`config.mk`:
```
export PLATFORM = sky130hd
export DESIGN_NAME = csr_interrupt_unit
export DESIGN_NICKNAME = d
export VERILOG_FILES = /design/src/rtl/csr_pkg.sv /design/src/rtl/csr_counter64.sv /design/src/rtl/csr_interrupt_unit.sv
export SDC_FILE = /design/constraint.sdc
export NUM_CORES = 1
export LEC_CHECK = 0
export CAP_MARGIN = 30
export CORE_MARGIN = 2
export CORE_UTILIZATION = 59
export DETAILED_ROUTE_END_ITERATION = 10
export PLACE_DENSITY = 0.95
export REMOVE_ABC_BUFFERS = 1
export SYNTH_ARGS = -nofsm -noshare
export SYNTH_HDL_FRONTEND = slang
export SYNTH_SLANG_ARGS = --single-unit
```
`constraint.sdc`:
```
create_clock -name clk -period 4.87 [get_ports clk]
set_input_delay 1.2175 -clock clk [delete_from_list [all_inputs] [get_ports clk]]
set_output_delay 1.2175 -clock clk [all_outputs]
set_load 0.05 [all_outputs]
```
`src/rtl/csr_pkg.sv`:
```
// csr_pkg: shared definitions for the machine-mode CSR / interrupt unit.
//   - CSR address constants for the implemented registers
//   - Zicsr operation encoding (funct3[1:0])
//   - bit positions of the mstatus / mie / mip fields that are implemented
//   - csr_alu: the read-modify-write data path shared by all writable CSRs
package csr_pkg;

    localparam logic [11:0] CSR_MSTATUS  = 12'h300;
    localparam logic [11:0] CSR_MIE      = 12'h304;
    localparam logic [11:0] CSR_MTVEC    = 12'h305;
    localparam logic [11:0] CSR_MEPC     = 12'h341;
    localparam logic [11:0] CSR_MIP      = 12'h344;
    localparam logic [11:0] CSR_CYCLE    = 12'hC00;
    localparam logic [11:0] CSR_CYCLEH   = 12'hC80;
    localparam logic [11:0] CSR_INSTRET  = 12'hC02;
    localparam logic [11:0] CSR_INSTRETH = 12'hC82;

    typedef enum logic [1:0] {
        CSR_NONE = 2'b00,
        CSR_RW   = 2'b01,
        CSR_RS   = 2'b10,
        CSR_RC   = 2'b11
    } csr_op_e;

    localparam int MSTATUS_MIE  = 3;
    localparam int MSTATUS_MPIE = 7;
    localparam int MIE_MEIE     = 11;
    localparam int MIE_MTIE     = 7;

    // New CSR value for a given op; an undefined op leaves the value unchanged.
    function automatic logic [31:0] csr_alu(input csr_op_e op,
                                            input logic [31:0] old_val,
                                            input logic [31:0] wdata);
        logic [31:0] res;
        case (op)
            CSR_RW:  res = wdata;
            CSR_RS:  res = old_val | wdata;
            CSR_RC:  res = old_val & ~wdata;
            default: res = old_val;
        endcase
        return res;
    endfunction

endpackage

```
`src/rtl/csr_counter64.sv`:
```
// csr_counter64: 64-bit free-running event counter used for cycle and instret.
//   clk   in  1   clock
//   rst_n in  1   asynchronous active-low reset, clears the count
//   inc   in  1   count one event this cycle
//   q     out 64  current count; wraps from all-ones to zero
module csr_counter64
    import csr_pkg::*;
(
    input  logic        clk,
    input  logic        rst_n,
    input  logic        inc,
    output logic [63:0] q
);

    logic [63:0] cnt_q;
    logic [63:0] cnt_d;

    // Next count: natural 64-bit wrap on overflow.
    always_comb begin
        cnt_d = cnt_q;
        if (inc) begin
            cnt_d = cnt_q + 64'd1;
        end else begin
            cnt_d = cnt_q;
        end
    end

    // Count register.
    always_ff @(posedge clk or negedge rst_n) begin
        if (!rst_n) begin
            cnt_q <= 64'd0;
        end else begin
            cnt_q <= cnt_d;
        end
    end

    assign q = cnt_q;

endmodule

```
`src/rtl/csr_interrupt_unit.sv`:
```
// csr_interrupt_unit: machine-mode CSR file and interrupt state for the 5-stage core.
// Executes Zicsr ops from EX, holds mstatus/mie/mip/mtvec/mepc, synchronises the raw
// IRQ lines into mip, commits trap entry / mret, and keeps cycle/instret counters.
// Ports:
//   clk, rst_n                      clock, asynchronous active-low reset
//   csr_en, csr_stall               CSR op valid in EX / EX stalled (no write)
//   csr_addr, csr_func              CSR address, op (01 RW, 10 RS, 11 RC)
//   csr_wdata, csr_wzero            operand, operand-source-is-zero (RS/RC skip write)
//   csr_rdata                       old CSR value (combinational)
//   ext_irq, timer_irq              raw asynchronous level interrupts
//   interrupt_taken, interrupt_return, trap_mepc   trap / mret commit and saved PC
//   retire                          one instruction retired this cycle
//   mstatus_mie, mie_meie, mie_mtie, mip_meip, mip_mtip, mtvec_q, mepc_q  registered state
// IRQ_SYNC_STAGES must be 1..3.
module csr_interrupt_unit
    import csr_pkg::*;
#(
    parameter logic [31:0] MTVEC_RESET     = 32'h0000_0000,
    parameter int          IRQ_SYNC_STAGES = 2
) (
    input  logic        clk,
    input  logic        rst_n,
    input  logic        csr_en,
    input  logic        csr_stall,
    input  logic [11:0] csr_addr,
    input  logic [1:0]  csr_func,
    input  logic [31:0] csr_wdata,
    input  logic        csr_wzero,
    output logic [31:0] csr_rdata,
    input  logic        ext_irq,
    input  logic        timer_irq,
    input  logic        interrupt_taken,
    input  logic        interrupt_return,
    input  logic [31:0] trap_mepc,
    input  logic        retire,
    output logic        mstatus_mie,
    output logic        mie_meie,
    output logic        mie_mtie,
    output logic        mip_meip,
    output logic        mip_mtip,
    output logic [31:0] mtvec_q,
    output logic [31:0] mepc_q
);

    logic [IRQ_SYNC_STAGES-1:0] ext_sync_q, ext_sync_d;
    logic [IRQ_SYNC_STAGES-1:0] tmr_sync_q, tmr_sync_d;

    logic        mstatus_mie_q,  mstatus_mie_d;
    logic        mstatus_mpie_q, mstatus_mpie_d;
    logic        mie_meie_q,     mie_meie_d;
    logic        mie_mtie_q,     mie_mtie_d;
    logic [31:0] mtvec_d;
    logic [31:0] mepc_d;

    logic [63:0] cycle_s;
    logic [63:0] instret_s;

    csr_op_e     csr_op_s;
    logic        write_op_s;
    logic        csr_we_s;
    logic [31:0] csr_old_s;
    logic [31:0] csr_new_s;

    csr_counter64 u_cycle_cnt (
        .clk   (clk),
        .rst_n (rst_n),
        .inc   (1'b1),
        .q     (cycle_s)
    );

    csr_counter64 u_instret_cnt (
        .clk   (clk),
        .rst_n (rst_n),
        .inc   (retire),
        .q     (instret_s)
    );

    // Shift the raw IRQ levels into their synchroniser chains; stage 0 is the newest.
    always_comb begin
        ext_sync_d    = ext_sync_q << 1'b1;
        ext_sync_d[0] = ext_irq;
        tmr_sync_d    = tmr_sync_q << 1'b1;
        tmr_sync_d[0] = timer_irq;
    end

    // Read mux: pre-write value of the addressed CSR; unimplemented addresses read zero.
    always_comb begin
        csr_old_s = 32'd0;
        case (csr_addr)
            CSR_MSTATUS:  csr_old_s = {19'd0, 2'b11, 3'd0, mstatus_mpie_q, 3'd0, mstatus_mie_q, 3'd0};
            CSR_MIE:      csr_old_s = {20'd0, mie_meie_q, 3'd0, mie_mtie_q, 7'd0};
            CSR_MTVEC:    csr_old_s = mtvec_q;
            CSR_MEPC:     csr_old_s = mepc_q;
            CSR_MIP:      csr_old_s = {20'd0, mip_meip, 3'd0, mip_mtip, 7'd0};
            CSR_CYCLE:    csr_old_s = cycle_s[31:0];
            CSR_CYCLEH:   csr_old_s = cycle_s[63:32];
            CSR_INSTRET:  csr_old_s = instret_s[31:0];
            CSR_INSTRETH: csr_old_s = instret_s[63:32];
            default:      csr_old_s = 32'd0;
        endcase
    end

    assign csr_rdata = csr_old_s;

    // Decode whether this op writes at all: RS/RC with a zero source are pure reads.
    always_comb begin
        csr_op_s   = csr_op_e'(csr_func);
        write_op_s = 1'b0;
        case (csr_op_s)
            CSR_RW:         write_op_s = 1'b1;
            CSR_RS, CSR_RC: write_op_s = ~csr_wzero;
            default:        write_op_s = 1'b0;
        endcase
        csr_we_s  = csr_en & ~csr_stall & write_op_s;
        csr_new_s = csr_alu(csr_op_s, csr_old_s, csr_wdata);
    end

    // State update: trap beats mret beats CSR write; a flushed CSR write is dropped.
    always_comb begin
        mstatus_mie_d  = mstatus_mie_q;
        mstatus_mpie_d = mstatus_mpie_q;
        mie_meie_d     = mie_meie_q;
        mie_mtie_d     = mie_mtie_q;
        mtvec_d        = mtvec_q;
        mepc_d         = mepc_q;
        if (interrupt_taken) begin
            mepc_d         = trap_mepc & ~32'h0000_0003;
            mstatus_mpie_d = mstatus_mie_q;
            mstatus_mie_d  = 1'b0;
        end else if (interrupt_return) begin
            mstatus_mie_d  = mstatus_mpie_q;
            mstatus_mpie_d = 1'b1;
        end else if (csr_we_s) begin
            case (csr_addr)
                CSR_MSTATUS: begin
                    mstatus_mie_d  = csr_new_s[MSTATUS_MIE];
                    mstatus_mpie_d = csr_new_s[MSTATUS_MPIE];
                end
                CSR_MIE: begin
                    mie_meie_d = csr_new_s[MIE_MEIE];
                    mie_mtie_d = csr_new_s[MIE_MTIE];
                end
                CSR_MTVEC: mtvec_d = csr_new_s & ~32'h0000_0003;
                CSR_MEPC:  mepc_d  = csr_new_s & ~32'h0000_0003;
                default:   mepc_d  = mepc_q;
            endcase
        end else begin
            mepc_d = mepc_q;
        end
    end

    // Architectural state and synchroniser registers.
    always_ff @(posedge clk or negedge rst_n) begin
        if (!rst_n) begin
            ext_sync_q     <= '0;
            tmr_sync_q     <= '0;
            mstatus_mie_q  <= 1'b0;
            mstatus_mpie_q <= 1'b0;
            mie_meie_q     <= 1'b0;
            mie_mtie_q     <= 1'b0;
            mtvec_q        <= MTVEC_RESET & ~32'h0000_0003;
            mepc_q         <= 32'd0;
        end else begin
            ext_sync_q     <= ext_sync_d;
            tmr_sync_q     <= tmr_sync_d;
            mstatus_mie_q  <= mstatus_mie_d;
            mstatus_mpie_q <= mstatus_mpie_d;
            mie_meie_q     <= mie_meie_d;
            mie_mtie_q     <= mie_mtie_d;
            mtvec_q        <= mtvec_d;
            mepc_q         <= mepc_d;
        end
    end

    assign mstatus_mie = mstatus_mie_q;
    assign mie_meie    = mie_meie_q;
    assign mie_mtie    = mie_mtie_q;
    assign mip_meip    = ext_sync_q[IRQ_SYNC_STAGES-1];
    assign mip_mtip    = tmr_sync_q[IRQ_SYNC_STAGES-1];

endmodule

```
# Yosys cells after proc, flatten, opt, wreduce, memory -nomap -nowiden
# Cells that the tools add are included.
# Widths: inputs -> output; s select.
[classes] add_sub_neg=2 n_eq_ne=13 n_mux=15 n_bitwise=9 reduce_logical=9
[ops] op="$pmux 32 s9" n=1
[ops] op="$add 64x1->64 const B" n=2
[ops] op="$mux 32" n=4
[ops] op="$pmux 32 s3" n=1
[ops] op="$eq 12x10->1 const B" n=5
[ops] op="$eq 12x12->1 const B" n=4
[ops] op="$and 32x32->32" n=1
[ops] op="$not 32->32" n=1
[ops] op="$or 32x32->32" n=1
[ops] op="$mux 1" n=8
[ops] op="$reduce_and 4->1" n=2
[ops] op="$reduce_bool 3->1" n=2
[ops] op="$eq 2x2->1 const B" n=2
[ops] op="$not 1->1" n=4
[ops] op="$reduce_bool 2->1" n=2
[ops] op="$reduce_and 3->1" n=1
[ops] op="$and 1x1->1" n=2
[ops] op="$eq 2x1->1 const B" n=1
[ops] op="$ne 2x2->1 const B" n=1
[ops] op="$pmux 1 s2" n=1
[ops] op="$reduce_and 2->1" n=1
[ops] op="$reduce_or 2->1" n=1
[totals] regBits=198 in_bits=88 out_inout_bits=101 word_cells=58

# Longest topological paths before layout
[logic_depth] ltp_word=8 mapped_depth=8 depth_no_buf=6

# Modules after synthesis
# From an unflattened synthesis, not the netlist that was laid out.
[hier_totals] cells_unflattened=1154 area_unflattened_um2=11163.2
[by_module_without_submodules] module="csr_counter64" n_inst=2 cells_per_inst=285 area_per_inst_um2=3098.0 seq_area_each_um2=1601.5
[by_module_without_submodules] module="csr_interrupt_unit" n_inst=1 cells_per_inst=584 area_per_inst_um2=4967.3 seq_area_each_um2=1701.6

# Worst setup path after synthesis
# No wires, ideal clock.
[synth_timing] kind="input to output" start="input csr_addr[0]" end="output csr_rdata[20]" arrival_ns=2.869 required_ns=3.653 setup_slack_ns=0.784 path_stages=7 n_path_buf=3 path_cell_list="clkbuf_2 nor4b_4 and3_1 buf_2 buf_2 a22o_1 a311o_1"
[synth_between] elab_chain_cells=2 elab_cells_between_ends=10 classes_between="9 x eq/ne; 1 x mux"
[synth_rtl] item="start: declaration" line_no="csr_interrupt_unit.sv:25" text="input logic [11:0] csr_addr,"
[synth_rtl] item="$eq 12x12->1 or $eq 12x10->1 (tied branches)" line_no="csr_interrupt_unit.sv:89" text="case (csr_addr)"
[synth_rtl] item="$pmux 32 s9 *" line_no="csr_interrupt_unit.sv:89"
[synth_rtl] item="end: declaration" line_no="csr_interrupt_unit.sv:29" text="output logic [31:0] csr_rdata,"
# Mark *: on every way between the ends. The rest lies on a longest branch, timed or not.

# Worst setup path after layout
[layout_timing] start="input csr_addr[5]" end="output csr_rdata[7]"
# Same word-level chain as after synthesis.

==> flow_metrics.py <==
metrics = {
    "outcome": {
        "status": "finished, final reports clean",
    },
    "logic_synthesis": {
        "ys_ff_latch": 196,
        "synth.avg_cell_area_um2": 9.89,
        "synth_cells": 1154,
        "ys_types": 78,
        "yosysTopAreaCellShare": 0.430,
        "synth_area_leader_cell": "dfrtp_1",
        "synth_edf_count": 0,
        "ys_seq_area_frac": 0.430,
        "synth_ff_type": "dfrtp_1",
        "async_flop_share": 1.00,
        "netlist_area_um2": 11400,
        "yosys_warnings": 0,
        "synthTopCellsByArea": "dfrtp_1 (43%), xnor2_1 (7.8%), nand2_1 (4.5%)",
    },
    "setup_path": {
        "critical_path_required_ns": 3.65,
        "cp-start-kind": "input port",
        "r2r_cells": 5,
        "rr_endpoint": "u_cycle_cnt.q[63]",
        "arrival_ns": 3.58,
        "worstSetupPathType": "input port to output port",
        "reg2reg_slack_ns": 2.02,
        "r2r_start": "u_cycle_cnt.q[7]",
        "cp_max_fo": 20,
        "end_kind": "output port",
    },
    "floorplanning": {
        "die_area_um2": 20500,
        "die_y_um": 143,
        "coreArea_um2": 18800,
        "row_count": 50,
        "io_pins": 189,
        "die_w_um": 143,
        "start_util": 0.606,
    },
    "sta": {
        "slew_headroom": 0.284,
        "hold_viol_final": 0,
        "slew_viol_final": 0,
        "clock_skew_ns": 0.00938,
        "fin_crit_sh": 0.985,
        "hold_ws_ns": 0.354,
        "tightest_slew_ns": 1.06,
        "setup_viol": 0,
        "fmax_mhz": 208,
        "finalSetupTns_ns": 0,
        "post-route-min-period_ns": 4.80,
        "rsz0062_at_grt": "false",
    },
    "clocking": {
        "root_buffer": "clkbuf_16",
        "cts_sinks": 196,
        "cts.clk_slew.worst_paths_ns": 0.07,
        "htree_levels": 4,
        "cts-buffers-inserted": 17,
        "clock_latency_ns": 0.46,
        "cts_tree": "done",
        "cts.path.max_buffers": 2,
    },
    "grt": {
        "grt_usage": 0.397,
        "grt_overflow": 0,
        "grt_first_pass_wirelength_mm": 62.1,
        "grt_pass1_vias": 11162,
        "grt_antenna_before_repair": 4,
        "grt_max_degree": 114,
    },
    "min_path": {
        "holdPathStages": 0,
        "hold_path_class": "flop to flop",
        "hold_start": "ext_sync_q[0]",
        "min_to": "ext_sync_q[1]",
    },
    "route": {
        "first_pass_iters": 9,
        "wl_per_cell_um": 25.0,
        "ant_nets": 0,
        "via_count": 11404,
        "drc": 0,
        "totalWireLength_mm": 40.2,
        "first_iter_violations": 1676,
        "vias_per_cell": 7.09,
    },
    "power_and_ir_drop": {
        "power_frac_comb": 0.147,
        "power_frac_seq": 0.478,
        "leakage_uw": 0.00611,
        "clkPwrFrac": 0.375,
        "ir_worst_vdd_mv": 0.280,
        "pwr_density_cell_nw_per_um2": 253,
        "power_switching_share": 0.295,
        "p_int_uw": 2590,
        "p_sw_uw": 1080,
    },
    "finish": {
        "area_delta_synth_final_pct": 27.1,
        "layout-drive-gt1-share": 0.132,
        "final_cell_mix": "dfrtp_1 (196), clkdlybuf4s50_1 (144), nand2_1 (137)",
        "nets": 1423,
        "n_fill_cell": 1058,
        "final_common_cell": "dfrtp_1",
        "final_util": 0.770,
    },
    "placement": {
        "io_buffers": 180,
        "gp_congestion": 1.01,
        "dpl.hpwl_mm": 28.0,
    },
    "run": {
        "max-cap-violations": 0,
    },
}
## critical path, stage by stage
cell and delay (ns):
clkdlybuf4s50_1 0.54, nor4_2 0.39, buf_4 0.34, nand3_1 0.15
o22ai_1 0.48, a221o_1 0.29, buf_12 0.17
## synth_stat cells (all sizes together), types with 8 or more instances
cell type	count
nand3	71
nor4	17
xor2	50
o211ai	8
buf	23
mux2	16
and3	19
a21oi	26
inv	26
o22ai	12
o31ai	9
dfrtp	196
mux4	19
o21ai	37
nand2	137
a211oi	19
and2	16
nor2b	12
a22o	13
or2	9
nor2	51
a221o	14
xnor2	102
a32o	9
clkbuf	39
a22oi	22
nor3	17
and4	18
nand4	69
## layer usage
| layer | GRT usage | share of wire | wire length (um) |
|---|---|---|---|
| met5 | 0 | 0 | 0 |
| met4 | 0.246 | 0.072 | 2910 |
| met3 | 0.136 | 0.13 | 5350 |
| met2 | 0.616 | 0.46 | 18300 |
| met1 | 0.476 | 0.34 | 13600 |
## kinds of logic after synthesis
family,after synthesis,synth area share
xor+xnor,152,0.117
mux,42,0.0594
compound gates,206,0.131
other cells,1,0.000329
flops,196,0.430
fa+ha+maj,2,0.00219
buf+inv,88,0.0339
simple gates,467,0.227
## sequential cells by signal, summed over array words and instances (netlist names)
name,cells
ext_sync_q,2
mepc_q,30
mie_meie,1
mie_mtie,1
mstatus_mie,1
mstatus_mpie_q,1
mtvec_q,30
tmr_sync_q,2
u_cycle_cnt.q,64
u_instret_cnt.q,64
## power by group through the flow
stage / Sequential (uW) / Clock [uW] / Combinational, uW
3_5_place_dp: 1780 / 0 / 525
6_report: 1750 / 1380 / 538
5_1_grt: 1760 / 1440 / 568
4_1_cts: 1750 / 1360 / 531
3_3_place_gp: 1770 / 0 / 508
2_1_floorplan: 1840 / 0 / 183
## area by class of cell
type / instances / area [um^2] / share of cell area
Tap cell: 260 / 325 / 0.0224
Timing Repair Buffer: 219 / 2450 / 0.169
Inverter: 26 / 97.6 / 0.00673
Antenna cell: 3 / 7.51 / 0.000518
Multi-Input combinational cell: 873 / 6160 / 0.425
Clock buffer: 18 / 439 / 0.0303
Clock inverter: 14 / 120 / 0.00828
Sequential cell: 196 / 4900 / 0.338
## worst max path at each step
stage | startpoint | to | slack, ns | cells after the start
2_1_floorplan | csr_addr[9] | csr_rdata[18] | -0.90 | 4
3_3_place_gp | csr_addr[9] | csr_rdata[20] | 0.28 | 6
3_5_place_dp | csr_addr[8] | csr_rdata[20] | 0.23 | 6
4_1_cts | csr_addr[0] | csr_rdata[20] | 0.19 | 6
5_1_grt | csr_addr[0] | csr_rdata[30] | 0.07 | 7
6_report | csr_addr[5] | csr_rdata[7] | 0.07 | 7
## metrics by stage
stage	power (uW)	worst slack, ns	std cells	instance area, um^2
4_1_cts	3640	0.186	1605	14500
5_1_grt	3760	0.0680	1607	14500
3_5_place_dp	2310	0.230	1573	13900
3_3_place_gp	2280	0.281	1573	13900
2_1_floorplan	2030	-0.900	1095	11100
6_report	3670	0.0710	1609	14500
## repair_timing
item                                    CTS  global route
resized for setup                         0             1
endpoints found under the setup margin    0             1
setup buffers                             0             0
hold buffers                              0             0
(Power assumes the default switching activity.)
